`src/rtl/disp_pkg.sv`:
```
// disp_pkg: display view codes, FSM state type and timer width shared by the display arbiter.
package disp_pkg;
  localparam logic [2:0] VIEW_TIME   = 3'b000;
  localparam logic [2:0] VIEW_CAL    = 3'b100;
  localparam logic [2:0] VIEW_ALM    = 3'b010;
  localparam logic [2:0] VIEW_BANNER = 3'b001;
  localparam int TIMER_W = 28;
  typedef enum logic [1:0] {
    S_IDLE   = 2'b00,
    S_PEEK   = 2'b01,
    S_SET    = 2'b10,
    S_BANNER = 2'b11
  } state_e;
endpackage

```
`src/rtl/display_arbiter_hold_timer.sv`:
```
// hold_timer: 28-bit down-counter for a timed view.
// Ports: clk, rst_n (async active-low), load_i (start at CYCLES-1), abort_i (stop),
// busy_o (counting), done_o (busy and at 0: last cycle of the view).
module hold_timer
  import disp_pkg::*;
#(
  parameter int unsigned CYCLES = 8
) (
  input  logic clk,
  input  logic rst_n,
  input  logic load_i,
  input  logic abort_i,
  output logic busy_o,
  output logic done_o
);
  logic [TIMER_W-1:0] cnt_q;
  logic               busy_q;
  assign done_o = busy_q && cnt_q == '0;
  assign busy_o = busy_q;
  always_ff @(posedge clk or negedge rst_n) begin
    if (!rst_n) begin
      cnt_q  <= '0;
      busy_q <= 1'b0;
    end else if (load_i) begin
      cnt_q  <= TIMER_W'(CYCLES - 1);
      busy_q <= 1'b1;
    end else if (abort_i || done_o) begin
      cnt_q  <= '0;
      busy_q <= 1'b0;
    end else if (busy_q) begin
      cnt_q  <= cnt_q - 1'b1;
    end
  end
endmodule

```
`src/rtl/display_arbiter.sv`:
```
// display_arbiter: chooses the display view from peek keys, set-mode levels and serial updates.
// Ports: clk, reset (async active-low), key_cal/key_alm (active-low buttons),
// set_time/set_cal/set_alarm (set levels), uart_upd (update pulse),
// sel (view: 000 time, 100 cal, 010 alarm, 001 banner), state (FSM), hold_busy (timer running).
// DISP_ALARM_RING_EN adds alarm_ring (forces alarm view outside SET) and blink output.
module display_arbiter
  import disp_pkg::*;
#(
  parameter int unsigned HOLD_CYCLES = 150000000
`ifdef DISP_ALARM_RING_EN
  , parameter int unsigned BLINK_CYCLES = 25000000
`endif
) (
  input  logic       clk,
  input  logic       reset,
  input  logic       key_cal,
  input  logic       key_alm,
  input  logic       set_time,
  input  logic       set_cal,
  input  logic       set_alarm,
  input  logic       uart_upd,
`ifdef DISP_ALARM_RING_EN
  input  logic       alarm_ring,
  output logic       blink,
`endif
  output logic [2:0] sel,
  output logic [1:0] state,
  output logic       hold_busy
);
  state_e     state_q, state_d;
  logic [2:0] view_q, view_d;
  logic       kc_q, ka_q, pend_q, pend_d;
  logic       load, abort, done;
  logic       cal_edge, alm_edge, any_edge, any_set;
  logic [2:0] set_view, key_view;
  assign cal_edge = kc_q & ~key_cal;
  assign alm_edge = ka_q & ~key_alm;
  assign any_edge = cal_edge | alm_edge;
  assign any_set  = set_time | set_cal | set_alarm;
  assign set_view = set_time ? VIEW_TIME : set_cal ? VIEW_CAL : VIEW_ALM;
  assign key_view = cal_edge ? VIEW_CAL : VIEW_ALM;
  always_comb begin
    state_d = state_q;
    view_d  = view_q;
    load    = 1'b0;
    abort   = 1'b0;
    case (state_q)
      S_IDLE: begin
        if (any_set) begin
          state_d = S_SET;
          view_d  = set_view;
        end else if (any_edge) begin
          state_d = S_PEEK;
          view_d  = key_view;
          load    = 1'b1;
        end else if (uart_upd || pend_q) begin
          state_d = S_BANNER;
          view_d  = VIEW_BANNER;
          load    = 1'b1;
        end
      end
      S_PEEK: begin
        if (any_set) begin
          state_d = S_SET;
          view_d  = set_view;
          abort   = 1'b1;
        end else if (any_edge) begin
          view_d  = key_view;
          load    = 1'b1;
        end else if (done) begin
          state_d = S_IDLE;
          view_d  = VIEW_TIME;
        end
      end
      S_SET: begin
        state_d = any_set ? S_SET : S_IDLE;
        view_d  = any_set ? set_view : VIEW_TIME;
      end
      S_BANNER: begin
        if (any_set) begin
          state_d = S_SET;
          view_d  = set_view;
          abort   = 1'b1;
        end else if (any_edge) begin
          state_d = S_PEEK;
          view_d  = key_view;
          load    = 1'b1;
        end else if (uart_upd) begin
          load    = 1'b1;
        end else if (done) begin
          state_d = S_IDLE;
          view_d  = VIEW_TIME;
        end
      end
    endcase
  end
  // An update that does not start or extend a banner is remembered, never dropped.
  assign pend_d = (state_d == S_BANNER && state_q != S_BANNER) ? 1'b0 :
                  (uart_upd && state_d != S_BANNER) ? 1'b1 : pend_q;
  always_ff @(posedge clk or negedge reset) begin
    if (!reset) begin
      state_q <= S_IDLE;
      view_q  <= VIEW_TIME;
      pend_q  <= 1'b0;
      kc_q    <= 1'b1;
      ka_q    <= 1'b1;
    end else begin
      state_q <= state_d;
      view_q  <= view_d;
      pend_q  <= pend_d;
      kc_q    <= key_cal;
      ka_q    <= key_alm;
    end
  end
  hold_timer #(.CYCLES(HOLD_CYCLES)) u_timer (
    .clk     (clk),
    .rst_n   (reset),
    .load_i  (load),
    .abort_i (abort),
    .busy_o  (hold_busy),
    .done_o  (done)
  );
  assign state = state_q;
`ifdef DISP_ALARM_RING_EN
  logic [TIMER_W-1:0] bcnt_q;
  logic               blink_q;
  logic [2:0]         sel_q;
  always_ff @(posedge clk or negedge reset) begin
    if (!reset) begin
      bcnt_q  <= '0;
      blink_q <= 1'b0;
      sel_q   <= VIEW_TIME;
    end else begin
      sel_q <= (alarm_ring && state_d != S_SET) ? VIEW_ALM : view_d;
      if (!alarm_ring) begin
        bcnt_q  <= '0;
        blink_q <= 1'b0;
      end else if (bcnt_q == TIMER_W'(BLINK_CYCLES - 1)) begin
        bcnt_q  <= '0;
        blink_q <= ~blink_q;
      end else begin
        bcnt_q  <= bcnt_q + 1'b1;
      end
    end
  end
  assign sel   = sel_q;
  assign blink = blink_q;
`else
  assign sel = view_q;
`endif
endmodule

```
`config.mk`:
```
export PLATFORM = sky130hd
export DESIGN_NAME = display_arbiter
export DESIGN_NICKNAME = d
export VERILOG_FILES = /design/src/rtl/disp_pkg.sv /design/src/rtl/display_arbiter_hold_timer.sv /design/src/rtl/display_arbiter.sv
export SDC_FILE = /design/constraint.sdc
export NUM_CORES = 1
export LEC_CHECK = 0
export CAP_MARGIN = 20
export CORE_MARGIN = 2
export CORE_UTILIZATION = 45
export DETAILED_ROUTE_END_ITERATION = 12
export GPL_ROUTABILITY_DRIVEN = 0
export GPL_TIMING_DRIVEN = 1
export PLACE_DENSITY = 0.74
export SYNTH_ARGS = -nofsm -noshare
export SYNTH_HDL_FRONTEND = slang
export SYNTH_SLANG_ARGS = --single-unit
```
`constraint.sdc`:
```
create_clock -name clk -period 3 [get_ports clk]
set_input_delay 0.9 -clock clk [delete_from_list [all_inputs] [get_ports clk]]
set_output_delay 0.9 -clock clk [all_outputs]
set_load 0.03 [all_outputs]
```
==> results of run 1 <==
==> synth_stat cells, types with 3 or more instances <==
library cell	number
sky130_fd_sc_hd__nand3_1	4
sky130_fd_sc_hd__nor2_1	23
sky130_fd_sc_hd__or2_2	3
sky130_fd_sc_hd__nor3b_1	3
sky130_fd_sc_hd__inv_1	4
sky130_fd_sc_hd__clkbuf_1	5
sky130_fd_sc_hd__o21ai_0	17
sky130_fd_sc_hd__xor2_1	6
sky130_fd_sc_hd__nor2b_1	3
sky130_fd_sc_hd__nor4_1	5
sky130_fd_sc_hd__nand4_1	3
sky130_fd_sc_hd__o21ai_1	4
sky130_fd_sc_hd__nor4_2	3
sky130_fd_sc_hd__nand2b_1	3
sky130_fd_sc_hd__a21oi_1	3
sky130_fd_sc_hd__nor3_1	12
sky130_fd_sc_hd__xnor2_1	21
sky130_fd_sc_hd__dfrtp_1	35
sky130_fd_sc_hd__buf_2	3
sky130_fd_sc_hd__nand2_1	11
sky130_fd_sc_hd__or4_1	5
sky130_fd_sc_hd__or3_1	3
==> report_power, final <==
part | internal (mW) | leakage (nW) | switching (mW) | total, mW
sequential | 0.647 | 0.464 | 0.184 | 0.830
clock | 0.208 | 0.0542 | 0.171 | 0.379
combinational | 0.248 | 0.376 | 0.271 | 0.519
total | 1.10 | 0.894 | 0.626 | 1.73
==> layout by cell type (no fill, tap or decap), types with 2 or more instances in the layout <==
master / netlist / final
sky130_fd_sc_hd__buf_4: 1 / 6
sky130_fd_sc_hd__o22ai_1: 2 / 2
sky130_fd_sc_hd__xor2_1: 6 / 6
sky130_fd_sc_hd__or3_1: 3 / 3
sky130_fd_sc_hd__dfstp_2: 2 / 2
sky130_fd_sc_hd__o21ai_1: 4 / 4
sky130_fd_sc_hd__or4_1: 5 / 5
sky130_fd_sc_hd__nor2_1: 23 / 23
sky130_fd_sc_hd__clkbuf_8: 0 / 7
sky130_fd_sc_hd__o21ai_0: 17 / 17
sky130_fd_sc_hd__clkdlybuf4s50_1: 0 / 13
sky130_fd_sc_hd__or2_2: 3 / 3
sky130_fd_sc_hd__nor2b_1: 3 / 3
sky130_fd_sc_hd__a31oi_1: 2 / 2
sky130_fd_sc_hd__inv_1: 4 / 4
sky130_fd_sc_hd__a21oi_1: 3 / 3
sky130_fd_sc_hd__nand2_1: 11 / 11
sky130_fd_sc_hd__nor4_2: 3 / 3
sky130_fd_sc_hd__nand2b_1: 3 / 3
sky130_fd_sc_hd__xnor2_1: 21 / 21
sky130_fd_sc_hd__ha_1: 2 / 2
sky130_fd_sc_hd__nand4_1: 3 / 3
sky130_fd_sc_hd__nand3_1: 4 / 4
sky130_fd_sc_hd__nor3b_1: 3 / 3
sky130_fd_sc_hd__nor3_1: 12 / 12
sky130_fd_sc_hd__nor4_1: 5 / 5
sky130_fd_sc_hd__dfrtp_1: 35 / 35
==> worst register-to-register path, cell delays in order, from the launching register on <==
cell,delay (ns)
sky130_fd_sc_hd__dfrtp_1,0.43
sky130_fd_sc_hd__or4_1,0.66
sky130_fd_sc_hd__nor4_2,0.45
sky130_fd_sc_hd__a31o_2,0.24
sky130_fd_sc_hd__or2b_1,0.34
sky130_fd_sc_hd__nor2_1,0.10
==> registers in the layout, indices dropped and copies added, names as in the netlist <==
signal / flops
ka_q: 1
kc_q: 1
pend_q: 1
sel: 3
state: 2
u_timer.busy_o: 1
u_timer.cnt_q: 28
==> per-layer routing <==
layer	global-route usage	part of all wire
met1	0.224	0.50
met2	0.249	0.46
met3	0.0433	0.034
met4	0.0513	0.010
met5	0	0
==> per-stage QoR <==
step / hold WS [ns] / area, sq um / utilization
6_report: 0.550 / 2260 / 0.552
5_1_grt: 0.586 / 2260 / 0.552
4_1_cts: 0.558 / 2260 / 0.552
3_5_place_dp: 0.548 / 2150 / 0.527
3_3_place_gp: 0.528 / 2150 / 0.527
2_1_floorplan: 0.503 / 1960 / -
==> area by class of cell <==
cell class	instances	area, sq um	area share
clock buffer	7	96.3	0.0427
clock inverter	1	5.00	0.00222
inverter	4	15.0	0.00666
multi-input combinational	152	973	0.432
sequential	37	928	0.412
tap	50	62.6	0.0277
timing repair buffer	19	175	0.0776
==> worst paths after layout <==
kind,end,cells past startpoint,slack [ns]
min in group asynchronous,sel[0]$_DFFE_PN0P_,2,1.03
hold reg to reg,sel[2]$_DFFE_PN0P_,2,0.55
setup reg to reg,u_timer.cnt_q[17]$_DFFE_PN0P_,5,0.66
setup / recovery,state[0],1,0.58
max in group asynchronous,kc_q$_DFF_PN1_,2,1.61
hold / removal,sel[2]$_DFFE_PN0P_,2,0.55
==> kinds of logic (layout without fill, tap and decap cells) <==
group | after synthesis | count (layout) | synth area share
xor+xnor | 27 | 27 | 0.121
flops | 37 | 37 | 0.474
compound gates | 34 | 34 | 0.0997
fa+ha+maj | 2 | 2 | 0.0128
buf+inv | 13 | 31 | 0.0288
simple gates | 89 | 89 | 0.264
==> Implementation_results.wiki, run 1 <==
{| class="wikitable"
! Metric !! Value
|-
| Filler cell count in the final layout || 360
|-
| Vert. Die Dim || 70.0 um
|-
| Max stage delay cell, worst path || sky130_fd_sc_hd__clkdlybuf4s50_1
|-
| Final Slew Violations || 0
|-
| Final routed wire length divided by cell count || 13.8 um
|-
| Total DRC errors in the routed layout || 0
|-
| Cell total after placement || 262
|-
| Maximum number of pins on one net before global-route repair || 38
|-
| Worst-case setup margin in the final layout || 0.582 ns
|-
| Cell count after synthesis || 202
|-
| Dominant cells by area after synthesis || sky130_fd_sc_hd__dfrtp_1, sky130_fd_sc_hd__xnor2_1, sky130_fd_sc_hd__nor2_1
|-
| Via density per instance || 5.55
|-
| Data arrival at the endpoint of the critical path || 1.52 ns
|-
| Number of DRC markers after the initial detailed-route iteration || 173
|-
| Net total in the final layout || 229
|-
| Detailed Routing Iterations Pass 1 || 4
|-
| Resize count post-CTS || 0
|-
| Synthesized area divided by synthesized cell count || 9.69 sq um
|-
| Root Buffer Master || sky130_fd_sc_hd__clkbuf_8
|-
| Number of CTS-inserted buffers || 5
|-
| Number of nets still failing antenna checks after routing || 0
|-
| Maximum level of the CTS H-tree || 2
|-
| Number of antenna violations at the first check in global routing || 0
|-
| Buffers added on ports || 13
|-
| Worst setup slack after placement || 0.414 ns
|-
| Standard-cell rows || 23
|-
| Setup repair after global routing missed its margin || no
|-
| Biggest area consumer among synthesized cells || sky130_fd_sc_hd__dfrtp_1
|-
| Hold-fix buffers at CTS || 0
|-
| Fraction of registers with async set/reset || 1.00
|-
| First-pass GRT wire length || 6330 um
|-
| Maximum cell stage delay along the critical path || 0.73 ns
|-
| TritonCTS clock tree || built
|-
| Worst path bufs/invs || 1
|-
| CP Capture Type || output pin
|-
| Critical path launch point || state[0]$_DFF_PN0_
|-
| Post CTS Setup Buffer Count || 0
|-
| Number of failing hold endpoints at the final stage || 0
|-
| Post-DP HPWL || 2560 um
|-
| Beginning of the worst hold path || sel[2]$_DFFE_PN0P_
|-
| Pwr/cell area || 766 nW/um^2
|-
| Filler-free cell count of the finished design || 270
|-
| Crit-path max FO || 9
|-
| Tcrit/Tclk final || 0.806
|-
| Top-level I/O count || 14
|-
| Clk sink count || 37
|-
| Total core area || 4090 sq um
|-
| FMAX || 414 MHz
|-
| Share of Yosys cell area claimed by the top area cell type || 0.447
|-
| Latest clock arrival within the worst-skew pair || 0.29 ns
|-
| Worst Path Required || 2.10 ns
|-
| Setup_tns || 0 ns
|-
| IR drop worst, VDD || 0.000455 V
|-
| Beginning of the worst register-to-register path || u_timer.cnt_q[14]$_DFFE_PN0P_
|-
| Longest Clk Path Bufs || 2
|-
| Overall via count from detail_route || 1499
|-
| Post-synthesis to final-layout area growth || 15.2%
|-
| Clock-pin slew of the registers on the worst-case setup and hold paths || 0.08 ns
|-
| Congestion Overflow GR || 0
|-
| Finish-stage setup viols || 0
|-
| Via count of the first global-routing pass || 1381
|-
| Synth warn || 0
|-
| Worst Hold Class || flop to flop
|-
| Die Footprint || 4900 sq um
|-
| Syn Nets || 212
|-
| Post-synthesis sequential area ratio || 0.474
|-
| Relative max-transition margin || 0.571
|-
| Initial Util || 0.479
|-
| Register bit count reported by yosys || 37
|-
| Number of library cell types mapped by synthesis || 41
|-
| Cell class contributing the biggest share of worst-path delay || buffers and inverters
|-
| Number of synthesized flops with an enable pin || 0
|-
| Worst setup path category || flop to output pin
|-
| Power after layout || 1.73 mW
|-
| Status || finished clean
|-
| Chain of cells forming the critical path || clkdlybuf4s50_1
|-
| Main flop type after synthesis || sky130_fd_sc_hd__dfrtp_1
|-
| Chip width || 70.0 um
|-
| Launching element type of the critical path || flop
|-
| Post-Route WL || 3730 um
|-
| Transition at the pin with the smallest max-transition slack || 0.637 ns
|-
| # Max-Cap Violations || 0
|-
| Total global-route track usage || 0.162
|-
| Fin crit period || 2.42 ns
|-
| Number of antenna repair diodes || 0
|-
| Leakage component of the power || 0.894 nW
|-
| Syn Std Cell Area || 1960 sq um
|-
| Share of final-layout standard cells stronger than drive strength 1 || 0.132
|-
| Skew final || 0.0105 ns
|}
Power figures use the tool's default switching activity.
==> run 2: changes to the inputs <==
- PLACE_DENSITY: 0.74 -> 0.76
- clock period: 3 -> 2 ns (I/O delays scaled with it)
==> run 2 against run 1 <==
Against the previous run: the flow now finishes with violations (setup timing); worst hold slack worse by 0.0047 ns; highest routed layer unchanged; final cell count up 14%; critical endpoint is now u_timer.cnt_q[19]$_DFFE_PN0P_; flip-flop and latch count unchanged; critical path type is now flop to flop; sequential share of layout area down 8.0 points.
==> Implementation_results.wiki, run 2 (synthesized netlist as in run 1, its figures left out) <==
{| class="wikitable"
! Metric !! Value
|-
| Net total in the final layout || 268 (was 229)
|-
| Number of failing hold endpoints at the final stage || 0 (unchanged)
|-
| Launching element type of the critical path || flop (unchanged)
|-
| Total global-route track usage || 0.201 (was 0.162)
|-
| Worst Path Required || 2.18 ns (was 2.10 ns)
|-
| Violations in the final reports || setup timing
|-
| Number of antenna repair diodes || 0 (unchanged)
|-
| Hold Crit Depth || 2 (unchanged)
|-
| Clk sink count || 37 (unchanged)
|-
| Setup repair after global routing missed its margin || yes (was no)
|-
| Pwr/cell area || 1110 nW/um^2 (was 766 nW/um^2)
|-
| FF-to-FF setup slack || -0.07 ns (was 0.66 ns)
|-
| Standard-cell rows || 23 (unchanged)
|-
| Hold-fix buffers at CTS || 0 (unchanged)
|-
| Critical path launch point || u_timer.cnt_q[16]$_DFFE_PN0P_ (was state[0]$_DFF_PN0_)
|-
| Longest Clk Path Bufs || 2 (unchanged)
|-
| Via count of the first global-routing pass || 1782 (was 1381)
|-
| Commonest non-fill, non-tap cell in the layout || sky130_fd_sc_hd__buf_4 (was sky130_fd_sc_hd__dfrtp_1)
|-
| Vert. Die Dim || 70.0 um (unchanged)
|-
| Buffers added on ports || 13 (unchanged)
|-
| Max FFs per register || 28 (unchanged)
|-
| Maximum level of the CTS H-tree || 2 (unchanged)
|-
| First-pass GRT wire length || 7850 um (was 6330 um)
|-
| Relative max-transition margin || 0.591 (was 0.571)
|-
| FMAX || 482 MHz
|-
| Top-level I/O count || 14 (unchanged)
|-
| Number of nets still failing antenna checks after routing || 0 (unchanged)
|-
| Status || finished, violations left (was finished clean)
|-
| Reg2reg path depth || 6 (was 5)
|-
| Core utilization of the finished layout || 0.685 (was 0.552)
|-
| Worst Hold Class || flop to flop (unchanged)
|-
| Worst-case setup margin in the final layout || -0.0740 ns (was 0.582 ns)
|-
| Chip width || 70.0 um (unchanged)
|-
| Post-synthesis to final-layout area growth || 42.9% (was 15.2%)
|-
| Number of antenna violations at the first check in global routing || 0 (unchanged)
|-
| Leading cell types in the layout, fill and taps excluded || sky130_fd_sc_hd__buf_4, sky130_fd_sc_hd__dfrtp_1, sky130_fd_sc_hd__xnor2_1 (was sky130_fd_sc_hd__dfrtp_1, sky130_fd_sc_hd__nor2_1, sky130_fd_sc_hd__xnor2_1)
|-
| Number of DRC markers after the initial detailed-route iteration || 135 (was 173)
|-
| Post-DP HPWL || 3110 um (was 2560 um)
|-
| Final routed wire length divided by cell count || 15.7 um (was 13.8 um)
|-
| Number of CTS-inserted buffers || 5 (unchanged)
|-
| Initial Util || 0.479 (unchanged)
|-
| Die Footprint || 4900 sq um (unchanged)
|-
| Leakage component of the power || 1.10 nW (was 0.894 nW)
|-
| Finish-stage setup viols || 17 (was 0)
|-
| Congestion Overflow GR || 0 (unchanged)
|-
| Skew final || 0.00601 ns (was 0.0105 ns)
|-
| TritonCTS clock tree || built (unchanged)
|-
| Overall via count from detail_route || 1739 (was 1499)
|-
| Total core area || 4090 sq um (unchanged)
|-
| CP Capture Type || flop (was output pin)
|-
| Share of final-layout standard cells stronger than drive strength 1 || 0.363 (was 0.132)
|-
| Beginning of the worst register-to-register path || u_timer.cnt_q[16]$_DFFE_PN0P_ (was u_timer.cnt_q[14]$_DFFE_PN0P_)
|-
| Post-Route WL || 4860 um (was 3730 um)
|-
| Clock-pin slew of the registers on the worst-case setup and hold paths || 0.07 ns (was 0.08 ns)
|-
| Final Slew Violations || 0 (unchanged)
|-
| Via density per instance || 5.63 (was 5.55)
|-
| Data arrival at the endpoint of the critical path || 2.25 ns (was 1.52 ns)
|-
| Transition at the pin with the smallest max-transition slack || 0.597 ns (was 0.637 ns)
|-
| Post-Layout Inst Area || 2800 sq um (was 2260 sq um)
|-
| Post-DP Area || 2500 sq um (was 2150 sq um)
|-
| Latest clock arrival within the worst-skew pair || 0.29 ns (about the same)
|-
| Detailed Routing Iterations Pass 1 || 4 (unchanged)
|-
| Worst setup path category || flop to flop (was flop to output pin)
|-
| Worst flop-to-flop path endpoint || u_timer.cnt_q[19]$_DFFE_PN0P_ (was u_timer.cnt_q[17]$_DFFE_PN0P_)
|-
| Fin crit period || 2.07 ns
|-
| # Max-Cap Violations || 0 (unchanged)
|-
| Most flop-heavy register || u_timer.cnt_q (unchanged)
|-
| Tcrit/Tclk final || 1.04
|-
| Filler cell count in the final layout || 321 (was 360)
|-
| Root Buffer Master || sky130_fd_sc_hd__clkbuf_8 (unchanged)
|-
| IR drop worst, VDD || 0.000644 V (was 0.000455 V)
|-
| Total DRC errors in the routed layout || 0 (unchanged)
|-
| Beginning of the worst hold path || sel[1]$_DFFE_PN0P_ (was sel[2]$_DFFE_PN0P_)
|-
| Crit-path max FO || 7 (was 9)
|-
| Maximum number of pins on one net before global-route repair || 38 (unchanged)
|-
| Endpoint with the worst hold slack || sel[1]$_DFFE_PN0P_ (was sel[2]$_DFFE_PN0P_)
|}
-- run 2: metal layers --
metal,GRT usage,part of all wire,vias up
li1,-,-,818
met1,0.252,0.44,879
met2,0.344,0.52,35
met3,0.0317,0.024,7
met4,0.0812,0.019,0
met5,0,0,-
-- run 2: worst max-delay path, cell delays in order (launching register included) --
cell	delay (ns)
sky130_fd_sc_hd__dfrtp_1	0.38
sky130_fd_sc_hd__or4_4	0.60
sky130_fd_sc_hd__nor4_4	0.39
sky130_fd_sc_hd__a31o_4	0.23
sky130_fd_sc_hd__or2b_4	0.15
sky130_fd_sc_hd__clkbuf_16	0.18
sky130_fd_sc_hd__nor2_4	0.03
-- run 2: repair_timing --
item | CTS | global route
resized for setup | 4 | 44
cloned | 0 | 1
setup buffers | 0 | 2
endpoints found under the setup margin | 35 | 35
pin swaps | 1 | 19
-- run 2: stage by stage --
step / setup WS (ns) / std cells / hold slack [ns] / power (mW) / setup TNS [ns]
6_report: -0.0740 / 309 / 0.545 / 3.12 / -0.914
5_1_grt: -0.148 / 309 / 0.569 / 3.31 / -2.57
4_1_cts: 0.00499 / 307 / 0.550 / 2.95 / 0
3_5_place_dp: -0.299 / 299 / 0.536 / 2.42 / -5.03
3_3_place_gp: -0.201 / 299 / 0.538 / 2.37 / -3.78
2_1_floorplan: -0.0528 / 202 / 0.304 / 1.92 / -0.136
-- run 2: worst max-delay path by stage --
stage	end	slack, ns	depth (start not counted)
2_1_floorplan	u_timer.cnt_q[22]$_DFFE_PN0P_	-0.05	6
3_3_place_gp	state[0]$_DFF_PN0_	-0.20	8
3_5_place_dp	state[0]$_DFF_PN0_	-0.30	8
4_1_cts	u_timer.cnt_q[22]$_DFFE_PN0P_	0.005	5
5_1_grt	sel[0]$_DFFE_PN0P_	-0.15	6
6_report	u_timer.cnt_q[19]$_DFFE_PN0P_	-0.07	6
-- run 2: final cells by class --
class / instances / area (sq um) / area share
Clock buffer: 8 / 80.1 / 0.0286
Inverter: 4 / 15.0 / 0.00537
Multi-Input combinational cell: 152 / 1190 / 0.425
Sequential cell: 37 / 928 / 0.332
Tap cell: 50 / 62.6 / 0.0224
Timing Repair Buffer: 58 / 522 / 0.186
-- run 2: power breakdown --
group	total (mW)	switching, mW	internal, mW
registers	1.16	0.190	0.970
clock network	0.509	0.262	0.248
logic	1.45	0.719	0.728
==> variant 1, RTL diff (settings of run 2) <==
Set the parameter `HOLD_CYCLES` to 112500000 (it was 150000000).
--- a/src/rtl/display_arbiter.sv
+++ b/src/rtl/display_arbiter.sv
@@ -6,7 +6,7 @@
 module display_arbiter
   import disp_pkg::*;
 #(
-  parameter int unsigned HOLD_CYCLES = 150000000
+  parameter int unsigned HOLD_CYCLES = 112500000
 `ifdef DISP_ALARM_RING_EN
   , parameter int unsigned BLINK_CYCLES = 25000000
 `endif
Behaviour: same outputs for any inputs over 10 cycles, from zero or initial values and one cycle with reset low; that may be too few to reach the edited logic, so the function may still have changed.
==> variant 1 against run 2 <==
  * The run still ends with negative setup slack left
  * Power is essentially flat
  * Fmax shrank 12%
  * Clock power grew 6.3%
  * Setup slack lost 0.28 ns
  * Hold slack lost 0.21 ns
  * Sequential cell count is the same
  * Wire length grew 3.7%
  * Design area grew 2.6%
  * Synthesized area shrank 0.13%
  * Critical path type unchanged
  * Highest routed layer unchanged
==> variant 1: results (changes against run 2) <==
Status
  • Status: finished, violations left
  • Violated checks: negative setup slack

Routing
  • DR iter-0 viols: 136 (+0.74%)
  • WL/cell: 16.2 um (+2.7%)
  • Met1 wire length: 2310 um (+7.6%)
  • Met3 routed WL: 151 um (+31%)
  • Met2 routed WL: 2490 um (-1.0%)
  • Vias: 1749 (+0.58%)

Layout
  • Layout clock buffers: 8 (unchanged)
  • Sequential Area: 930 um^2 (+0.13%)
  • FF+latch count: 37 (unchanged)
  • Final #Nets: 271 (+1.1%)
  • Signal buffers: 64 (+10%)
  • Data buffer area share: 19.0% (+0.40 points)
  • Clock-cell share: 3.14% (+0.28 points)
  • Fill count: 296 (-7.8%)
  • Multi-input gate area: 1230 um^2 (+3.0%)
  • Fraction of layout cells with a size suffix above 1: 41.2% (+4.9 points)
  • #MultiIn Comb: 149 (-2.0%)

GRT
  • Met1 GRT Util: 26.0% (+0.79 points)
  • Grt met3 use: 5.05% (+1.9 points)
  • Met2 Resource Use GR: 35.8% (+1.4 points)
  • Total Routing Usage GR: 21.1% (+1.0 points)
  • Vias in the first global route: 1807 (+1.4%)
  • First-pass GRT wire length: 8170 um (+4.0%)

Placed design
  • Detail Placement HPWL: 3210 um (+3.1%)
  • Port Buf Inserts: 13 (unchanged)

Power
  • Leakage power: 1.20 nW (+9.5%)
  • Max IR drop VDD: 804 uV (+25%)

Clock tree
  • Post-CTS sizing: 33 (+29)
  • Setup Buffers After CTS: 1 (+1)

Logic synthesis
  • Syn Nets: 209 (-1.4%)
  • Yosys warns: 0 (unchanged)
  • Netlist cell types: 40 (-2.4%)
  • Synth cell count leaders: dfrtp_1, nor2_1, xnor2_1
  • Sequential fraction of the synthesis area: 47.5% (+0.061 points)
  • Largest cells by area after synthesis: dfrtp_1, xnor2_1, nor2_1, o21ai_0, nor3_1

Timing
  • Worst setup margin: -0.353 ns (-0.279 ns)
  • Max Clock Skew: 0.00553 ns (-0.000479 ns)
  • Setup TNS: -7.48 ns (-6.56 ns)
  • Final setup viols: 34 (+17)
  • Worst Max-Slew Pin Slew: 0.496 ns (-0.101 ns)

Worst setup path
  • Largest fanout on the critical path: 4 (-3)
  • Worst reg-to-reg path cell count: 5 (-1)
  • WP data arrival: 2.57 ns (+0.32 ns)

Min path
  • Min-Delay Path Class: in -> async
## variant 1: cell types whose count changed after synthesis, sizes merged, moves of 3 or more
cell,change
clkbuf,+3
nand2,-6
nor3b,-3
o21ai,-3
or3,+6
## variant 1: cell families after synthesis
group | synth area share [%]
compound gates | 10.2
xor+xnor | 11.6
fa+ha+maj | 1.28
buf+inv | 3.20
flops | 47.5
simple gates | 26.2
## variant 1: through the flow
| stage | cell area, um^2 | setup WS (ns) | utilization (%) | instances | hold WS [ns] |
|---|---|---|---|---|---|
| after floorplan | 2000 | -0.244 | - | 199 | 0.304 |
| after global routing | 2870 | -0.409 | 70.2 | 312 | 0.376 |
| after CTS | 2720 | -0.305 | 66.5 | 310 | 0.366 |
| after global placement | 2480 | -0.267 | 60.7 | 300 | 0.484 |
| final | 2870 | -0.353 | 70.2 | 312 | 0.340 |
| after detailed placement | 2480 | -0.319 | 60.7 | 300 | 0.509 |
## variant 1: final timing paths
path,startpoint,to
setup / recovery,u_timer.cnt_q[9]$_DFFE_PN0P_,u_timer.cnt_q[25]$_DFFE_PN0P_
hold / removal,reset,u_timer.cnt_q[18]$_DFFE_PN0P_
setup reg to reg,u_timer.cnt_q[9]$_DFFE_PN0P_,u_timer.cnt_q[25]$_DFFE_PN0P_
hold reg to reg,sel[1]$_DFFE_PN0P_,sel[1]$_DFFE_PN0P_
max in group asynchronous,reset,u_timer.busy_o$_DFFE_PN0P_
min in group clk,sel[1]$_DFFE_PN0P_,sel[1]$_DFFE_PN0P_
## variant 1: power by group
group / switching (mW) / internal [mW]
sequential: 0.169 / 0.974
clock: 0.260 / 0.281
combinational: 0.709 / 0.725
total: 1.14 / 1.98
==> variant 2, RTL diff (flow settings as in run 2) <==
Made on the original files. Put one more register stage on the output `state`, with the module's reset. The value now appears one clock later. The other outputs are not delayed to match.
--- a/src/rtl/display_arbiter.sv
+++ b/src/rtl/display_arbiter.sv
@@ -120,7 +120,13 @@
     .busy_o  (hold_busy),
     .done_o  (done)
   );
-  assign state = state_q;
+  always_ff @(posedge clk or negedge reset) begin
+    if (!reset) begin
+      state <= '0;
+    end else begin
+      state <= state_q;
+    end
+  end
 `ifdef DISP_ALARM_RING_EN
   logic [TIMER_W-1:0] bcnt_q;
   logic               blink_q;
Formal check against the unedited RTL: not equivalent (Yosys sat finds a counterexample within 4 cycles, from zero or initial values and one cycle with reset low).
==> variant 2 against run 2 <==
  * Power is 3.9% higher
  * Combinational power is 12% lower
  * Sequential cell count is 2 higher
  * Count of clock-buffer cells in the layout is 2 lower
  * Utilization is 5.0 points lower
  * Synthesized area is 4.5% higher
  * Design area is 1.3% lower
  * Hold slack worse by 0.34 ns
  * Setup slack better by 0.12 ns
  * Global-route usage is 0.12 points higher
  * Fmax is 6.3% higher
  * Largest power group unchanged
  * Wire length is 6.2% higher
==> variant 2: results (changes against run 2) <==
Layout
  • Diode count: 0 (unchanged)
  • Final #Nets: 280 (+4.5%)
  • Fraction of layout cells with a size suffix above 1: 28.8% (-7.5 points)
  • Non-filler cells, final: 323 (+4.5%)
  • Reg with most FFs: u_timer.cnt_q
  • Max reg flops: 28 (unchanged)

Power
  • Psw: 1.17 mW (+0.36%)
  • Sequential power: 1.26 mW (+9%)
  • PwrDens: 1170 nW/um^2 (+5.3%)
  • Leakage power: 1.14 nW (+3.9%)
  • Max IR drop VDD: 724 uV (+12%)
  • Clk. pwr: 0.692 mW (+36%)

Logic synthesis
  • Sequential fraction of the synthesis area: 47.8% (+0.42 points)
  • Largest cells by area after synthesis: dfrtp_1, xnor2_1, o21ai_0, nor2_1, nor4_1
  • Syn Nets: 224 (+5.7%)
  • Syn Area/Cell: 9.56 um^2 (-1.4%)
  • Netlist cell types: 42 (+2.4%)
  • Synth cell count leaders: dfrtp_1, nor2_1, o21ai_0

Worst setup path
  • Worst reg-to-reg path cell count: 6 (unchanged)
  • WP data arrival: 2.14 ns (-0.11 ns)
  • CP max-delay cell: or3b_1
  • Max stage delay on crit path: 0.43 ns (-0.17 ns)
  • Largest fanout on the critical path: 4 (-3)

Routing
  • Vias: 1809 (+4.0%)
  • Met3 routed WL: 163 um (+42%)
  • WL/cell: 16.0 um (+1.6%)
  • First drt pass iteration count: 4 (unchanged)
  • Met2 routed WL: 2650 um (+5.7%)
  • Met1 wire length: 2210 um (+3.2%)
  • DR iter-0 viols: 66 (-51%)
  • Uppermost layer routed: met4

Clock tree
  • Clock Latency Late Sink: 0.30 ns
  • Post-CTS sizing: 2 (-2)
  • Longest Clk Path Bufs: 2 (unchanged)

Status
  • Status: complete, no violations

Timing
  • Max Clock Skew: 0.00550 ns (-0.000516 ns)
  • Post-route minimum period: 1.95 ns (-0.123 ns)
  • Max_slew headroom: 75.6% (+17 points)

GRT
  • Largest net degree at the start of global routing: 18 (-53%)
  • Total Routing Usage GR: 20.2% (+0.12 points)
  • Initial antenna violation count: 0 (unchanged)
  • First-pass GRT wire length: 8110 um (+3.2%)

Placed design
  • Port Buf Inserts: 13 (unchanged)
  • Detail Placement HPWL: 3350 um (+7.7%)
  • Placed cell count: 311 (+4.0%)

Run
  • MaxCap Viol Count: 0 (unchanged)

Min path
  • Min-Delay Path Class: in -> async
variant 2: kinds of logic after synthesis:
kind of cell / count (synthesis) / synth area share [%]
buf+inv: 15 / 3.61
compound gates: 35 / 9.66
fa+ha+maj: 2 / 1.22
simple gates: 97 / 26.5
flops: 39 / 47.8
xor+xnor: 26 / 11.1
variant 2: worst paths after layout:
| kind | from | endpoint | slack (ns) |
|---|---|---|---|
| worst min-delay path | reset | u_timer.cnt_q[7]$_DFFE_PN0P_ | 0.20 |
| max in group asynchronous | reset | ka_q$_DFF_PN1_ | 1.21 |
| worst max-delay path | u_timer.cnt_q[0]$_DFFE_PN0P_ | u_timer.cnt_q[19]$_DFFE_PN0P_ | 0.05 |
| worst max register to register | u_timer.cnt_q[0]$_DFFE_PN0P_ | u_timer.cnt_q[19]$_DFFE_PN0P_ | 0.05 |
| worst min register to register | sel[1]$_DFFE_PN0P_ | sel[1]$_DFFE_PN0P_ | 0.55 |
| min in group clk | sel[1]$_DFFE_PN0P_ | sel[1]$_DFFE_PN0P_ | 0.55 |
variant 2: metal layers:
metal | GRT usage, % | up-vias
met1 | 24.6 | 884
met4 | 10.5 | 0
met2 | 33.6 | 44
met3 | 4.36 | 13
li1 | - | 868
met5 | 0 | -
variant 2: metrics by stage:
| stage | setup slack [ns] | instance area (um^2) |
|---|---|---|
| floorplan | -0.136 | 2050 |
| global placement | -0.157 | 2500 |
| detailed placement | -0.235 | 2500 |
| CTS | 0.0136 | 2620 |
| global route | -0.0189 | 2760 |
| finish | 0.0492 | 2760 |
variant 2: final cells by class:
type / instances / area (um^2)
inverter: 8 / 30.0
timing repair buffer: 56 / 459
multi-input combinational: 160 / 1110
fill: 344 / 1590
sequential: 39 / 980
tap: 52 / 65.1
clock inverter: 2 / 35.0
clock buffer: 6 / 82.6
